$ cat config.mk
export PLATFORM = sky130hd
export DESIGN_NAME = rx_ctrl
export DESIGN_NICKNAME = d
export VERILOG_FILES = /design/src/rtl/rx_ctrl_pkg.sv /design/src/rtl/rx_ctrl_fifo.sv /design/src/rtl/rx_ctrl.sv
export SDC_FILE = /design/constraint.sdc
export NUM_CORES = 1
export LEC_CHECK = 0
export CAP_MARGIN = 20
export CORE_ASPECT_RATIO = 0.8
export CORE_MARGIN = 2
export CORE_UTILIZATION = 55
export CTS_CLUSTER_DIAMETER = 150
export DETAILED_ROUTE_END_ITERATION = 10
export HOLD_SLACK_MARGIN = 0.12
export PLACE_DENSITY = 0.82
export SYNTH_ARGS = -nofsm -noshare
export SYNTH_HDL_FRONTEND = slang
export SYNTH_SLANG_ARGS = --single-unit
export TNS_END_PERCENT = 1
$ cat constraint.sdc
create_clock -name i_clk -period 7.2 [get_ports i_clk]
set_clock_uncertainty 0.1 [all_clocks]
set_input_delay 2.16 -clock i_clk [delete_from_list [all_inputs] [get_ports i_clk]]
set_output_delay 2.16 -clock i_clk [all_outputs]
set_load 0.01 [all_outputs]
$ cat src/rtl/rx_ctrl_pkg.sv
// Shared types and helpers for the UART receive-side controller (rx_ctrl).
// Entry/config structs, config FSM state enum, and the saturating counter step.
package rx_ctrl_pkg;

    localparam int PRESCALE_W = 6;
    localparam int CNT_W      = 8;

    typedef struct packed {
        logic [7:0] data;
        logic [1:0] err;
    } entry_t;

    typedef struct packed {
        logic [PRESCALE_W-1:0] prescale;
        logic                  par_en;
        logic                  par_typ;
    } cfg_t;

    typedef enum logic [0:0] {
        CFG_IDLE = 1'b0,
        CFG_PEND = 1'b1
    } cfg_state_t;

    function automatic logic [CNT_W-1:0] sat_inc(input logic [CNT_W-1:0] v, input logic en);
        if (en && (v != {CNT_W{1'b1}})) begin
            return v + 1'b1;
        end
        return v;
    endfunction

endpackage

$ cat src/rtl/rx_ctrl_fifo.sv
// Synchronous FIFO for rx_ctrl: power-of-two DEPTH, registered valid/full,
// accepts a push while full when a pop happens in the same cycle.
module rx_ctrl_fifo
    import rx_ctrl_pkg::*;
#(
    parameter int  DEPTH   = 4,
    parameter type ENTRY_T = entry_t
) (
    input  logic   clk,
    input  logic   rst_n,
    input  logic   push,
    input  ENTRY_T din,
    input  logic   pop,
    output ENTRY_T dout,
    output logic   valid,
    output logic   full
);

    localparam int AW = (DEPTH > 1) ? $clog2(DEPTH) : 1;
    localparam int CW = $clog2(DEPTH + 1);

    ENTRY_T          mem [DEPTH];
    logic [AW-1:0]   wr_ptr;
    logic [AW-1:0]   rd_ptr;
    logic [CW-1:0]   count;
    logic [CW-1:0]   count_nxt;
    logic            pop_ok;
    logic            push_ok;

    assign pop_ok  = pop & valid;
    assign push_ok = push & (~full | pop_ok);
    assign dout    = mem[rd_ptr];

    always_comb begin
        count_nxt = count;
        case ({push_ok, pop_ok})
            2'b10:   count_nxt = count + CW'(1);
            2'b01:   count_nxt = count - CW'(1);
            default: count_nxt = count;
        endcase
    end

    // Storage is cleared on reset so the head reads zero while empty.
    always_ff @(posedge clk or negedge rst_n) begin
        if (!rst_n) begin
            for (int i = 0; i < DEPTH; i++) begin
                mem[i] <= '0;
            end
            wr_ptr <= '0;
            rd_ptr <= '0;
            count  <= '0;
            valid  <= 1'b0;
            full   <= 1'b0;
        end else begin
            if (push_ok) begin
                mem[wr_ptr] <= din;
                wr_ptr      <= wr_ptr + 1'b1;
            end
            if (pop_ok) begin
                rd_ptr <= rd_ptr + 1'b1;
            end
            count <= count_nxt;
            valid <= (count_nxt != '0);
            full  <= (count_nxt == CW'(DEPTH));
        end
    end

endmodule

$ cat src/rtl/rx_ctrl.sv
// UART receive-side controller: idle-gated runtime config, frame FIFO, error stats.
// Build option RX_CTRL_DROP_ERR_EN: discard frames carrying any error flag.
module rx_ctrl
    import rx_ctrl_pkg::*;
#(
    parameter int                    DEPTH        = 4,
    parameter logic [PRESCALE_W-1:0] PRESCALE_RST = 6'd16
) (
    input  logic                  i_clk,
    input  logic                  i_arst_n,
    input  logic                  i_cfg_wr,
    input  logic [PRESCALE_W-1:0] i_cfg_prescale,
    input  logic                  i_cfg_par_en,
    input  logic                  i_cfg_par_typ,
    output logic                  o_cfg_busy,
    output logic [PRESCALE_W-1:0] o_prescale,
    output logic                  o_par_en,
    output logic                  o_par_typ,
    input  logic                  i_rx_active,
    input  logic                  i_rx_done,
    input  logic [1:0]            i_rx_error,
    input  logic [7:0]            i_rx_data,
    output logic                  o_valid,
    output logic [7:0]            o_data,
    output logic [1:0]            o_error,
    input  logic                  i_ready,
    output logic                  o_overflow,
    output logic [CNT_W-1:0]      o_par_err_cnt,
    output logic [CNT_W-1:0]      o_stp_err_cnt,
    input  logic                  i_clr
);

    logic       done_q;
    logic       done_rise;
    logic       push_en;
    logic       pop;
    logic       fifo_full;
    entry_t     push_entry;
    entry_t     head;
    cfg_state_t state;
    cfg_t       shadow;
    cfg_t       req_cfg;
    logic       apply_ok;

    assign done_rise = i_rx_done & ~done_q;
    assign pop       = o_valid & i_ready;
    assign req_cfg   = '{prescale: i_cfg_prescale, par_en: i_cfg_par_en, par_typ: i_cfg_par_typ};

`ifdef RX_CTRL_DROP_ERR_EN
    assign push_en    = done_rise & ~(|i_rx_error);
    assign push_entry = '{data: i_rx_data, err: 2'b00};
    assign o_error    = 2'b00;
`else
    assign push_en    = done_rise;
    assign push_entry = '{data: i_rx_data, err: i_rx_error};
    assign o_error    = head.err;
`endif

    assign o_data = head.data;

    rx_ctrl_fifo #(
        .DEPTH   (DEPTH),
        .ENTRY_T (entry_t)
    ) u_fifo (
        .clk   (i_clk),
        .rst_n (i_arst_n),
        .push  (push_en),
        .din   (push_entry),
        .pop   (pop),
        .dout  (head),
        .valid (o_valid),
        .full  (fifo_full)
    );

    // Frame edge detect and error statistics; clear wins over same-cycle updates.
    always_ff @(posedge i_clk or negedge i_arst_n) begin
        if (!i_arst_n) begin
            done_q        <= 1'b0;
            o_overflow    <= 1'b0;
            o_par_err_cnt <= '0;
            o_stp_err_cnt <= '0;
        end else begin
            done_q <= i_rx_done;
            if (i_clr) begin
                o_overflow    <= 1'b0;
                o_par_err_cnt <= '0;
                o_stp_err_cnt <= '0;
            end else begin
                if (push_en && fifo_full && !pop) begin
                    o_overflow <= 1'b1;
                end
                o_par_err_cnt <= sat_inc(o_par_err_cnt, done_rise & i_rx_error[0]);
                o_stp_err_cnt <= sat_inc(o_stp_err_cnt, done_rise & i_rx_error[1]);
            end
        end
    end

    // Never retune the receiver mid-frame or on the cycle a frame completes.
    assign apply_ok = ~i_rx_active & ~done_rise;

    always_ff @(posedge i_clk or negedge i_arst_n) begin
        if (!i_arst_n) begin
            state      <= CFG_IDLE;
            shadow     <= '{prescale: PRESCALE_RST, par_en: 1'b0, par_typ: 1'b0};
            o_prescale <= PRESCALE_RST;
            o_par_en   <= 1'b0;
            o_par_typ  <= 1'b0;
            o_cfg_busy <= 1'b0;
        end else begin
            case (state)
                CFG_IDLE: begin
                    if (i_cfg_wr) begin
                        shadow     <= req_cfg;
                        state      <= CFG_PEND;
                        o_cfg_busy <= 1'b1;
                    end
                end
                CFG_PEND: begin
                    if (apply_ok) begin
                        o_prescale <= shadow.prescale;
                        o_par_en   <= shadow.par_en;
                        o_par_typ  <= shadow.par_typ;
                        if (i_cfg_wr) begin
                            shadow <= req_cfg;
                        end else begin
                            state      <= CFG_IDLE;
                            o_cfg_busy <= 1'b0;
                        end
                    end else if (i_cfg_wr) begin
                        shadow <= req_cfg;
                    end
                end
                default: begin
                    state      <= CFG_IDLE;
                    o_cfg_busy <= 1'b0;
                end
            endcase
        end
    end

endmodule

# Word level (Yosys, flattened, before mapping)
# Cells that the tools add are included.
totals:
  regBits: 85
op_classes:
  n_addsub: 6
  magnitude_cmp: 3
  n_eq_ne: 8
  muxes: 27
  bitwise: 15
  n_reduce_logical: 12
op_table:
  columns: ["operator", "count"]
  rows:
  - ["2-to-1 mux 8 bit", 7]
  - ["bitwise mux 40 bit", 1]
  - ["2-to-1 mux 10 bit", 3]
  - ["binary-select mux 10 bit (select 2 bit)", 1]
  - ["demux 10 bit (select 2 bit)", 1]
  - ["adder 8 x 1 -> 8 bit (second input constant)", 2]
  - ["!= test 8 bit (second input constant)", 2]
  - ["2-to-1 mux 1 bit", 11]
  - ["bitwise AND 1 bit", 7]
  - [">= comparator 3 bit (second input constant)", 2]
  - ["inverter 2 -> 3 bit", 2]
  - ["case mux 3 bit (2 select lines)", 1]
  - ["nonzero test 2 bit", 3]
  - ["logical AND 1 bit", 5]
  - ["inverter 1 bit", 5]
  - ["adder 2 x 1 -> 2 bit (second input constant)", 2]
  - ["!= test 2 bit (second input constant)", 2]
  - ["case mux 1 bit (2 select lines)", 2]
  - ["adder 3 x 1 -> 3 bit (second input constant)", 1]
  - ["equality test 3 bit (second input constant)", 1]
  - ["< comparator 3 x 1 -> 1 bit (second input constant)", 1]
  - ["AND reduction 3 bit", 1]
  - ["nonzero test 3 bit", 1]
  - ["subtractor 3 x 1 -> 3 bit (second input constant)", 1]
  - ["other kinds (6)", 6]

# Depth between registers and ports, before layout
# Gate-level depths: netlist of the first run.
logic_depth:
  depth_word: 8
  mapped_depth: 9
  depth_no_buf: 9

# Cells and area by module
# A second synthesis of the first run with hierarchy kept.
hier_totals:
  cells_unflattened: 271
  hier_area_um2: 3870.0
modules_own_cells:
  columns: ["mod", "instances", "cells_each", "area_per_inst_um2", "seq_area_each_um2"]
  rows:
  - ["rx_ctrl_fifo", 1, 137, 2245.9, 1226.2]
  - ["rx_ctrl", 1, 134, 1624.1, 903.4]

# Least setup slack after synthesis of the first run
# Ideal clock, no wire load.
synth_path:
  path_type: "input to register"
  startpoint: "in i_rx_done"
  endpoint: "reg u_fifo.valid"
  setup_time_ns: 0.129
  t_arrival_ns: 3.746
  path_slack_ns: 3.225
  path_stages: 9
  path_cell_list: "and2b_2 -> a21boi_4 -> inv_1 -> ha_1 -> fa_1 -> xnor2_1 -> nor2_1 -> xnor2_1 -> nand2_1"
synth_between:
  elab_chain_len: 5
synth_lines:
  columns: ["element", "line_no", "text"]
  rows:
  - ["from (decl)", "rx_ctrl.sv:20", "input logic i_rx_done,"]
  - ["bitwise AND 1 bit (*)", "rx_ctrl.sv:45", "assign done_rise = i_rx_done & ~done_q;"]
  - ["bitwise AND 1 bit (*)", "rx_ctrl_fifo.sv:31", "assign push_ok = push & (~full | pop_ok);"]
  - ["equality test 2 x 1 -> 1 bit or equality test 2 bit (tied branches)", "rx_ctrl_fifo.sv:36", "case ({push_ok, pop_ok})"]
  - ["case mux 3 bit (2 select lines) (*)", "rx_ctrl_fifo.sv:36", null]
  - ["nonzero test 3 bit (*)", "rx_ctrl_fifo.sv:63", "valid <= (count_nxt != '0);"]
  - ["to (signal assigned)", "rx_ctrl_fifo.sv:63", null]
  - ["to (decl)", "rx_ctrl_fifo.sv:15", "output logic valid,"]
# Mark *: on every way between the ends. The rest lies on a longest branch, timed or not.
# A chain may end at the register's enable or synchronous reset.

# Final worst setup path of the first run
layout_path:
  startpoint: "reg u_fifo.rd_ptr[0]"
  endpoint: "out o_error[1]"
layout_between:
  elab_chain_len: 4
layout_lines:
  columns: ["element", "line_no", "text"]
  rows:
  - ["from (decl)", "rx_ctrl_fifo.sv:24", "logic [AW-1:0] rd_ptr;"]
  - ["from (signal assigned)", "rx_ctrl_fifo.sv:60", "rd_ptr <= rd_ptr + 1'b1;"]
  - ["inverter 2 -> 3 bit (implied by the code)", "rx_ctrl_fifo.sv:32", "assign dout = mem[rd_ptr];"]
  - ["binary-select mux 10 bit (select 2 bit)", "rx_ctrl_fifo.sv:32", null]
  - ["2-to-1 mux 10 bit (implied by the code) (2 in series)", "rx_ctrl_fifo.sv:32", null]
  - ["to (decl)", "rx_ctrl.sv:25", "output logic [1:0] o_error,"]
# No other way between the ends. The select of a mux whose other input is x is not followed.

==> results.json, run 1 <==
{
  "status": "finished, final reports clean",
  "chipHeight_um": 78.11,
  "synth.avg_cell_area_um2": 13.93,
  "setup_viol": 0,
  "ys_ff_latch": 85,
  "antenna_cells": 0,
  "fp.dieW_um": 96.64,
  "fmax_mhz": 220.5,
  "hp-start": "u_fifo.mem[27]",
  "synth_async_sr_flop_share_pct": 100.0,
  "wl_um": 7118,
  "grt_pass1_vias": 2479,
  "dp_hpwl_um": 4873,
  "fin_setup_tns_ns": 0,
  "end_kind": "primary output",
  "num_rows": 26,
  "synth_top_family_by_area": "multiplexers",
  "die-area_um2": 7549,
  "synth_xor_area_share_pct": 2.783,
  "hold_path_class": "flop to flop",
  "fin_crit_sh_pct": 62.98,
  "seqPwrFrac_pct": 45.3,
  "ant_nets": 0,
  "hold_violations": 0,
  "worstPathMaxFanout": 12,
  "dr.pass1.iters": 4,
  "postCtsHoldBufs": 0,
  "drt-wirelength-per-cell_um": 16.63,
  "root_buffer": "clkbuf_8",
  "synth_fa_ha_area_share_pct": 2.850,
  "core_area_um2": 6506,
  "synth_common_cells": "dfrtp_1, mux2_2, nor2_1",
  "numCtsBuffers": 9,
  "p_sw_share_pct": 28.10,
  "synth_top_area_share_pct": 55.00,
  "cts-resized-gates": 0,
  "vdd_ir_drop_max_v": 0.0001763,
  "r2r_slack_ns": 4.75,
  "synth.distinct_cells": 38,
  "synth-simple-area-share_pct": 8.217,
  "setup_slack_ns": 2.666,
  "yosysMostFrequentCell": "dfrtp_1",
  "r2r_end": "u_fifo.valid",
  "synthTopCellsByArea": "dfrtp_1, mux2_2, mux4_2",
  "fin_crit_ns": 4.534,
  "max-clock-path-buffers": 2,
  "htreeDepth": 3,
  "p_leak_nw": 2.005,
  "drv_slew": 0,
  "yosysTopAreaCell": "dfrtp_1",
  "p_clk_share_pct": 21.2,
  "dp.cells": 411,
  "rr_worst_depth": 9,
  "postCtsSetupBuffers": 0,
  "clkLatencyLatePin_ns": 0.35,
  "ys.flop_type": "dfrtp_1",
  "drc": 0,
  "ys_seq_area_share_pct": 56.39,
  "initial_utilization_pct": 58.04,
  "syn_area_um2": 3776,
  "worstMarginPinSlew_ns": 0.7363,
  "nNetsFinal": 372,
  "final_area_um2": 4708,
  "viasPerCell": 5.514,
  "grt_first_pass_wirelength_um": 12250,
  "hold_ws_ns": 0.3944,
  "final_util_pct": 72.37,
  "cts_tree": "done",
  "routed-via-count": 2360,
  "grt_max_degree": 86,
  "grt_usage_pct": 20.56,
  "power_mw": 1.643,
  "area_delta_synth_final_pct": 24.69,
  "critical_path.reg2reg.startpoint": "done_q",
  "pre_cts_ws_ns": 2.464,
  "grt_remaining_overflow": 0,
  "io_buffers": 61,
  "cp-start-kind": "flop",
  "final_cells": 428,
  "drt_iter0_markers": 67,
  "synth-compound-area-share_pct": 3.380,
  "yosysWarningCount": 0,
  "comb_power_share_pct": 33.5,
  "synthMuxAreaShare_pct": 24.85,
  "synth_enable_flop_cells": 0,
  "p_per_area_nw_per_um2": 348.9,
  "io_pins": 62,
  "cp.required_ns": 4.94,
  "maxCapViolCount": 0,
  "placed_area_um2": 4469,
  "syn_inst": 271,
  "layout-drive-gt1-share_pct": 27.03,
  "rsz0062_at_grt": "no",
  "hold_depth": 1,
  "hold_path_end": "u_fifo.mem[27]",
  "switchingPower_mw": 0.4616,
  "antenna_found_initial": 0,
  "path_class": "flop to primary output",
  "synth_nets": 304,
  "slew_headroom_pct": 50.91,
  "place_congestion": 0.8092,
  "clkSlewWorstSetupHoldPaths_ns": 0.07,
  "crit_arrival_ns": 2.27,
  "p_int_mw": 1.181,
  "cts.sinks": 85
}
[worst max-delay path by stage]
stage / cells after the start / to / slack [ns] / from
CTS: 2 / o_error[1] / 2.61 / u_fifo.rd_ptr[0]
floorplan: 9 / u_fifo.valid / 3.23 / i_rx_done
detailed placement: 10 / u_fifo.valid / 2.46 / i_rx_done
global route: 2 / o_error[1] / 2.53 / u_fifo.rd_ptr[0]
global placement: 10 / u_fifo.valid / 2.55 / i_rx_done
finish: 2 / o_error[1] / 2.67 / u_fifo.rd_ptr[0]
[power groups by stage]
stage | Combinational, mW | Sequential [mW] | Clock (mW)
finish | 0.550 | 0.744 | 0.348
global route | 0.594 | 0.768 | 0.380
CTS | 0.558 | 0.745 | 0.357
detailed placement | 0.557 | 0.754 | 0
global placement | 0.536 | 0.743 | 0
floorplan | 0.368 | 0.705 | 0
[layout make-up]
type                    instances  area, µm²
flip-flops and latches         85       2130
fillers                       453       1798
multi-input cells             171       1589
repair buffers                 62      635.6
clock buffers                  13      168.9
well taps                      84      105.1
clock inverters                 3      42.54
inverters                      10      37.54
[state kept, by name, summed over array words and instances, names as in the netlist, 2 cells and up]
signal         count
o_prescale         6
u_fifo.wr_ptr      2
shadow             8
u_fifo.count       3
u_fifo.rd_ptr      2
o_par_err_cnt      8
o_stp_err_cnt      8
u_fifo.mem        40
[worst max-delay path, cell delays in order (launching register included)]
cell             delay (ns)
dfrtp_1                0.82
mux4_2                 0.60
clkdlybuf4s50_1        0.50
[per-layer routing]
metal	GRT usage [%]	vias up	part of all wire, %
met2	33.75	46	50
met4	5.211	0	0.98
met5	0	-	0
li1	-	1097	-
met3	6.411	6	3.4
met1	27.05	1211	46
[logic make-up (layout without fill, tap and decap cells)]
group,count (synthesis),in the layout
muxes,74,74
DFF,85,85
adders and majority gates,8,8
buffers and inverters,15,88
and+or+nand+nor,58,58
xor gates and xnor gates,12,12
AOI/OAI and AO/OA,19,19
[cell usage in the layout (no fill, tap or decap), types with 6 or more instances in the layout]
master           synthesis  final
clkbuf_8                 0     12
clkdlybuf4s50_1          0     60
dfrtp_1                 83     83
ha_1                     7      7
inv_1                   10     10
mux2_2                  55     55
mux2i_1                  6      6
mux4_2                  10     10
nand2_1                  8      8
nor2_1                  18     18
o21ai_0                  6      6
xnor2_1                  6      6
xor2_1                   6      6
No activity file was read; power rests on OpenSTA's default activity.
==> inputs of run 2 (changes only) <==
--- a/config.mk
+++ b/config.mk
@@ -8,11 +8,11 @@
 export CAP_MARGIN = 20
 export CORE_ASPECT_RATIO = 0.8
 export CORE_MARGIN = 2
-export CORE_UTILIZATION = 55
+export CORE_UTILIZATION = 53
 export CTS_CLUSTER_DIAMETER = 150
 export DETAILED_ROUTE_END_ITERATION = 10
 export HOLD_SLACK_MARGIN = 0.12
-export PLACE_DENSITY = 0.82
+export PLACE_DENSITY = 0.79
 export SYNTH_ARGS = -nofsm -noshare
 export SYNTH_HDL_FRONTEND = slang
 export SYNTH_SLANG_ARGS = --single-unit
==> constraint.sdc (replaced) <==
create_clock -name i_clk -period 4.61 [get_ports i_clk]
set_clock_uncertainty 0.1 [all_clocks]
set_input_delay 1.383 -clock i_clk [delete_from_list [all_inputs] [get_ports i_clk]]
set_output_delay 1.383 -clock i_clk [all_outputs]
set_load 0.01 [all_outputs]
==> results.json, run 2 (same netlist as run 1, synthesis figures left out) <==
{
  "final_util_pct": 68.36,
  "cp.required_ns": 3.13,
  "io_pins": 62,
  "numCtsBuffers": 9,
  "largest_register_ffs": 40,
  "wl_met1_um": 3130,
  "rr_worst_depth": 9,
  "dr_wl_met2_um": 3423,
  "final_cell_mix": "dfrtp_1, clkdlybuf4s50_1, mux2_2, nor2_1, clkbuf_8",
  "drc": 0,
  "antenna_cells": 0,
  "hold_path_class": "flop to flop",
  "p_sw_share_pct": 28.37,
  "chipHeight_um": 79.50,
  "p_per_area_nw_per_um2": 542.9,
  "cpLargestDelayFamily": "flip-flops",
  "area_delta_synth_final_pct": 24.75,
  "postCtsSetupBuffers": 0,
  "slew_headroom_pct": 50.37,
  "switchingPower_mw": 0.7255,
  "clkSlewWorstSetupHoldPaths_ns": 0.08,
  "grt_usage_pct": 19.31,
  "grt_max_degree": 86,
  "fin_crit_ns": 3.765,
  "core_area_um2": 6892,
  "die-area_um2": 7820,
  "fmax_mhz": 265.6,
  "wl_um": 6894,
  "cts-resized-gates": 0,
  "hold_ws_ns": 0.3917,
  "comb_power_share_pct": 33.6,
  "p_int_mw": 1.832,
  "path_cells": "mux4_2, clkdlybuf4s50_1",
  "setup_slack_ns": 0.8455,
  "layout-drive-gt1-share_pct": 27.33,
  "grt_pass1_vias": 2391,
  "final_common_cell": "dfrtp_1",
  "status": "finished, final reports clean",
  "fin_crit_sh_pct": 81.66,
  "max-clock-path-buffers": 2,
  "place_congestion": 0.7891,
  "p_leak_nw": 2.001,
  "antenna_found_initial": 0,
  "grt_remaining_overflow": 0,
  "drv_slew": 0,
  "io_buffers": 61,
  "seqPwrFrac_pct": 45.3,
  "clkLatencyLatePin_ns": 0.35,
  "hold_depth": 1,
  "viasPerCell": 5.346,
  "cts.sinks": 85,
  "vdd_ir_drop_max_v": 0.0002270,
  "cp-start-kind": "flop",
  "htreeDepth": 3,
  "grt_first_pass_wirelength_um": 11610,
  "path_class": "flop to primary output",
  "num_rows": 27,
  "cp.buffers_inverters": 1,
  "root_buffer": "clkbuf_8",
  "worstPathMaxFanout": 12,
  "rsz0062_at_grt": "no",
  "path_depth": 2,
  "dr.pass1.iters": 4,
  "pre_cts_ws_ns": 0.6779,
  "wl_met3_um": 247,
  "fp.dieW_um": 98.37,
  "initial_utilization_pct": 54.79,
  "postCtsHoldBufs": 0,
  "drt_iter0_markers": 102,
  "largest_register": "u_fifo.mem",
  "end_kind": "primary output",
  "dp_hpwl_um": 4742,
  "hold_violations": 0,
  "ant_nets": 0,
  "setup_viol": 0,
  "p_clk_share_pct": 21.0,
  "crit_arrival_ns": 2.28,
  "crit_slowest_cell": "dfrtp_1",
  "drt-wirelength-per-cell_um": 16.00,
  "cts_tree": "done",
  "routed-via-count": 2304,
  "worstMarginPinSlew_ns": 0.7445,
  "top_layer": "met4",
  "maxCapViolCount": 0,
  "fin_setup_tns_ns": 0,
  "nNetsFinal": 372,
  "worst_path_largest_cell_delay_ns": 0.83
}
-- run 2: cell count changes in the layout (fill, tap and decap cells not counted), sizes merged --
| cell | delta |
|---|---|
| clkbuf | -2 |
| clkinv | +1 |
| clkinvlp | +1 |
-- run 2: worst register-to-register path: cells and delay by family, from the launching register on --
kind | cells | cell delay, ns
simple gates | 3 | 0.40
compound gates | 1 | 0.33
fa+ha+maj | 2 | 0.65
flops | 1 | 0.39
buf+inv | 1 | 0.08
xor+xnor | 2 | 0.40
-- run 2: power by group through the flow --
stage	combinational, mW	sequential [mW]	clock, mW
after global routing	0.930	1.19	0.586
after floorplan	0.575	1.10	0
after global placement	0.837	1.16	0
final	0.860	1.16	0.538
after detailed placement	0.872	1.17	0
after CTS	0.873	1.16	0.552
-- run 2: routing by layer --
metal	vias to the layer above	GRT usage [%]
li1	1098	-
met1	1157	25.38
met2	42	30.88
met3	7	6.217
met4	0	6.164
met5	-	0
-- run 2: area by class of cell --
type | count | area (µm²)
clock buffer | 11 | 151.4
clock inverter | 5 | 58.81
fill | 511 | 2181
inverter | 10 | 37.54
multi-input combinational | 171 | 1589
sequential | 85 | 2130
tap | 87 | 108.9
timing repair buffer | 62 | 635.6
-- run 2: path summary, 6_finish.rpt --
path | startpoint | end | slack [ns]
worst max-delay path | u_fifo.rd_ptr[0] | o_data[3] | 0.85
worst min-delay path | u_fifo.mem[13] | u_fifo.mem[13] | 0.39
worst max register to register | done_q | u_fifo.valid | 2.16
worst min register to register | u_fifo.mem[13] | u_fifo.mem[13] | 0.39
max in group asynchronous | i_arst_n | o_prescale[4] | 3.06
min in group asynchronous | i_arst_n | u_fifo.mem[12] | 0.74
-- run 2: stage by stage --
step / instances / instance area, µm² / power, mW
floorplan: 271 / 3776 / 1.675
global placement: 414 / 4473 / 1.998
detailed placement: 414 / 4473 / 2.044
CTS: 430 / 4683 / 2.585
global route: 431 / 4711 / 2.709
finish: 431 / 4711 / 2.557
==> inputs of run 3 (changes only) <==
--- a/config.mk
+++ b/config.mk
@@ -8,11 +8,11 @@
 export CAP_MARGIN = 20
 export CORE_ASPECT_RATIO = 0.8
 export CORE_MARGIN = 2
-export CORE_UTILIZATION = 53
+export CORE_UTILIZATION = 48
 export CTS_CLUSTER_DIAMETER = 150
 export DETAILED_ROUTE_END_ITERATION = 10
 export HOLD_SLACK_MARGIN = 0.12
-export PLACE_DENSITY = 0.79
+export PLACE_DENSITY = 0.76
 export SYNTH_ARGS = -nofsm -noshare
 export SYNTH_HDL_FRONTEND = slang
 export SYNTH_SLANG_ARGS = --single-unit
==> constraint.sdc (replaced) <==
create_clock -name i_clk -period 3.3 [get_ports i_clk]
set_clock_uncertainty 0.1 [all_clocks]
set_input_delay 0.99 -clock i_clk [delete_from_list [all_inputs] [get_ports i_clk]]
set_output_delay 0.99 -clock i_clk [all_outputs]
set_load 0.01 [all_outputs]
==> results.json, run 3 (same netlist as run 1, synthesis figures left out) <==
{
  "maxCapViolCount": 0,
  "vdd_ir_drop_max_v": 0.0003346,
  "status": "finished, final reports clean",
  "antenna_cells": 0,
  "dp_hpwl_um": 4906,
  "cp.required_ns": 2.21,
  "fin_setup_tns_ns": 0,
  "antenna_found_initial": 0,
  "place_congestion": 0.8032,
  "power_mw": 3.548,
  "grt_first_pass_wirelength_um": 11580,
  "grt_remaining_overflow": 0,
  "hold_path_end": "u_fifo.mem[23]",
  "io_buffers": 61,
  "comb_power_share_pct": 35.5,
  "fmax_mhz": 331.6,
  "grt_usage_pct": 17.61,
  "final_cells": 456,
  "postCtsSetupBuffers": 0,
  "routed-via-count": 2370,
  "cp-startpoint": "u_fifo.rd_ptr[0]",
  "final_util_pct": 63.43,
  "grt_pass1_vias": 2336,
  "drc": 0,
  "rsz0062_at_grt": "no",
  "ant_nets": 0,
  "postCtsHoldBufs": 0,
  "critical_path.reg2reg.startpoint": "done_q",
  "clkSlewWorstSetupHoldPaths_ns": 0.07,
  "p_int_mw": 2.560,
  "nNetsFinal": 379,
  "largest_register": "u_fifo.mem",
  "seqPwrFrac_pct": 44.5,
  "p_leak_nw": 2.026,
  "drt_iter0_markers": 57,
  "r2r_slack_ns": 1.07,
  "hold_path_class": "flop to flop",
  "cts.sinks": 85,
  "die-area_um2": 8597,
  "final_common_cell": "dfrtp_1",
  "final_area_um2": 4756,
  "chipHeight_um": 83.33,
  "p_clk_share_pct": 20.0,
  "end_kind": "primary output",
  "fin_crit_ns": 3.015,
  "slew_headroom_pct": 54.22,
  "drt-wirelength-per-cell_um": 15.04,
  "max-clock-path-buffers": 2,
  "hold_depth": 1,
  "p_sw_share_pct": 27.85,
  "final_cell_mix": "dfrtp_1, clkdlybuf4s50_1, mux2_2, nor2_1",
  "crit_arrival_ns": 1.93,
  "initial_utilization_pct": 50.37,
  "rr_worst_depth": 9,
  "cts-resized-gates": 0,
  "hp-start": "u_fifo.mem[23]",
  "nFillCells": 610,
  "htreeDepth": 3,
  "wl_um": 6857,
  "cts_tree": "done",
  "hold_violations": 0,
  "fp.dieW_um": 103.2,
  "layout-drive-gt1-share_pct": 27.64,
  "switchingPower_mw": 0.9883,
  "p_per_area_nw_per_um2": 746.1,
  "cp-start-kind": "flop",
  "placed_area_um2": 4568,
  "setup_slack_ns": 0.2846,
  "io_pins": 62,
  "root_buffer": "clkbuf_8",
  "r2r_end": "u_fifo.valid",
  "viasPerCell": 5.197,
  "clkLatencyLatePin_ns": 0.35,
  "numCtsBuffers": 9,
  "fin_crit_sh_pct": 91.38,
  "area_delta_synth_final_pct": 25.94,
  "grt_max_degree": 48,
  "worstMarginPinSlew_ns": 0.6845,
  "hold_ws_ns": 0.3965,
  "core_area_um2": 7497,
  "largest_register_ffs": 40,
  "num_rows": 28,
  "dr.pass1.iters": 4,
  "dp.cells": 440,
  "drv_slew": 0,
  "path_class": "flop to primary output",
  "setup_viol": 0,
  "worstPathMaxFanout": 8,
  "pre_cts_ws_ns": 0.02603
}
-- run 3: power by group through the flow --
stage | clock [mW] | combinational, mW | sequential, mW
2_1_floorplan | 0 | 0.803 | 1.54
3_3_place_gp | 0 | 1.24 | 1.58
3_5_place_dp | 0 | 1.28 | 1.60
4_1_cts | 0.728 | 1.28 | 1.58
5_1_grt | 0.780 | 1.36 | 1.63
6_report | 0.709 | 1.26 | 1.58
-- run 3: worst max-delay path by stage --
stage | end | slack [ns] | cells after the start
after floorplan | u_fifo.valid | 0.50 | 9
final | o_data[0] | 0.28 | 3
after global placement | u_fifo.valid | 0.1 | 10
after global routing | o_error[1] | 0.19 | 3
after detailed placement | u_fifo.valid | 0.03 | 10
after CTS | o_data[0] | 0.24 | 3
-- run 3: critical path: stages, from the launching register on --
cell and delay, ns:
dfrtp_1 0.35, buf_4 0.21, mux4_2 0.53, clkdlybuf4s50_1 0.49
-- run 3: per-layer routing --
| metal | wire length, µm | up-vias | GRT usage, % | part of all wire (%) |
|---|---|---|---|---|
| li1 | - | 1115 | - | - |
| met1 | 3246 | 1213 | 24.19 | 47 |
| met2 | 3291 | 37 | 26.62 | 48 |
| met3 | 241 | 5 | 5.556 | 3.5 |
| met4 | 76 | 0 | 5.742 | 1.1 |
| met5 | 0 | - | 0 | 0 |
-- run 3: area by class of cell --
type | instances | area (µm²) | share of cell area [%]
clock buffers | 14 | 152.6 | 3.210
clock inverters | 2 | 35.03 | 0.7366
inverters | 10 | 37.54 | 0.7893
multi-input cells | 171 | 1589 | 33.41
flip-flops and latches | 85 | 2130 | 44.78
well taps | 105 | 131.4 | 2.762
repair buffers | 69 | 680.7 | 14.31
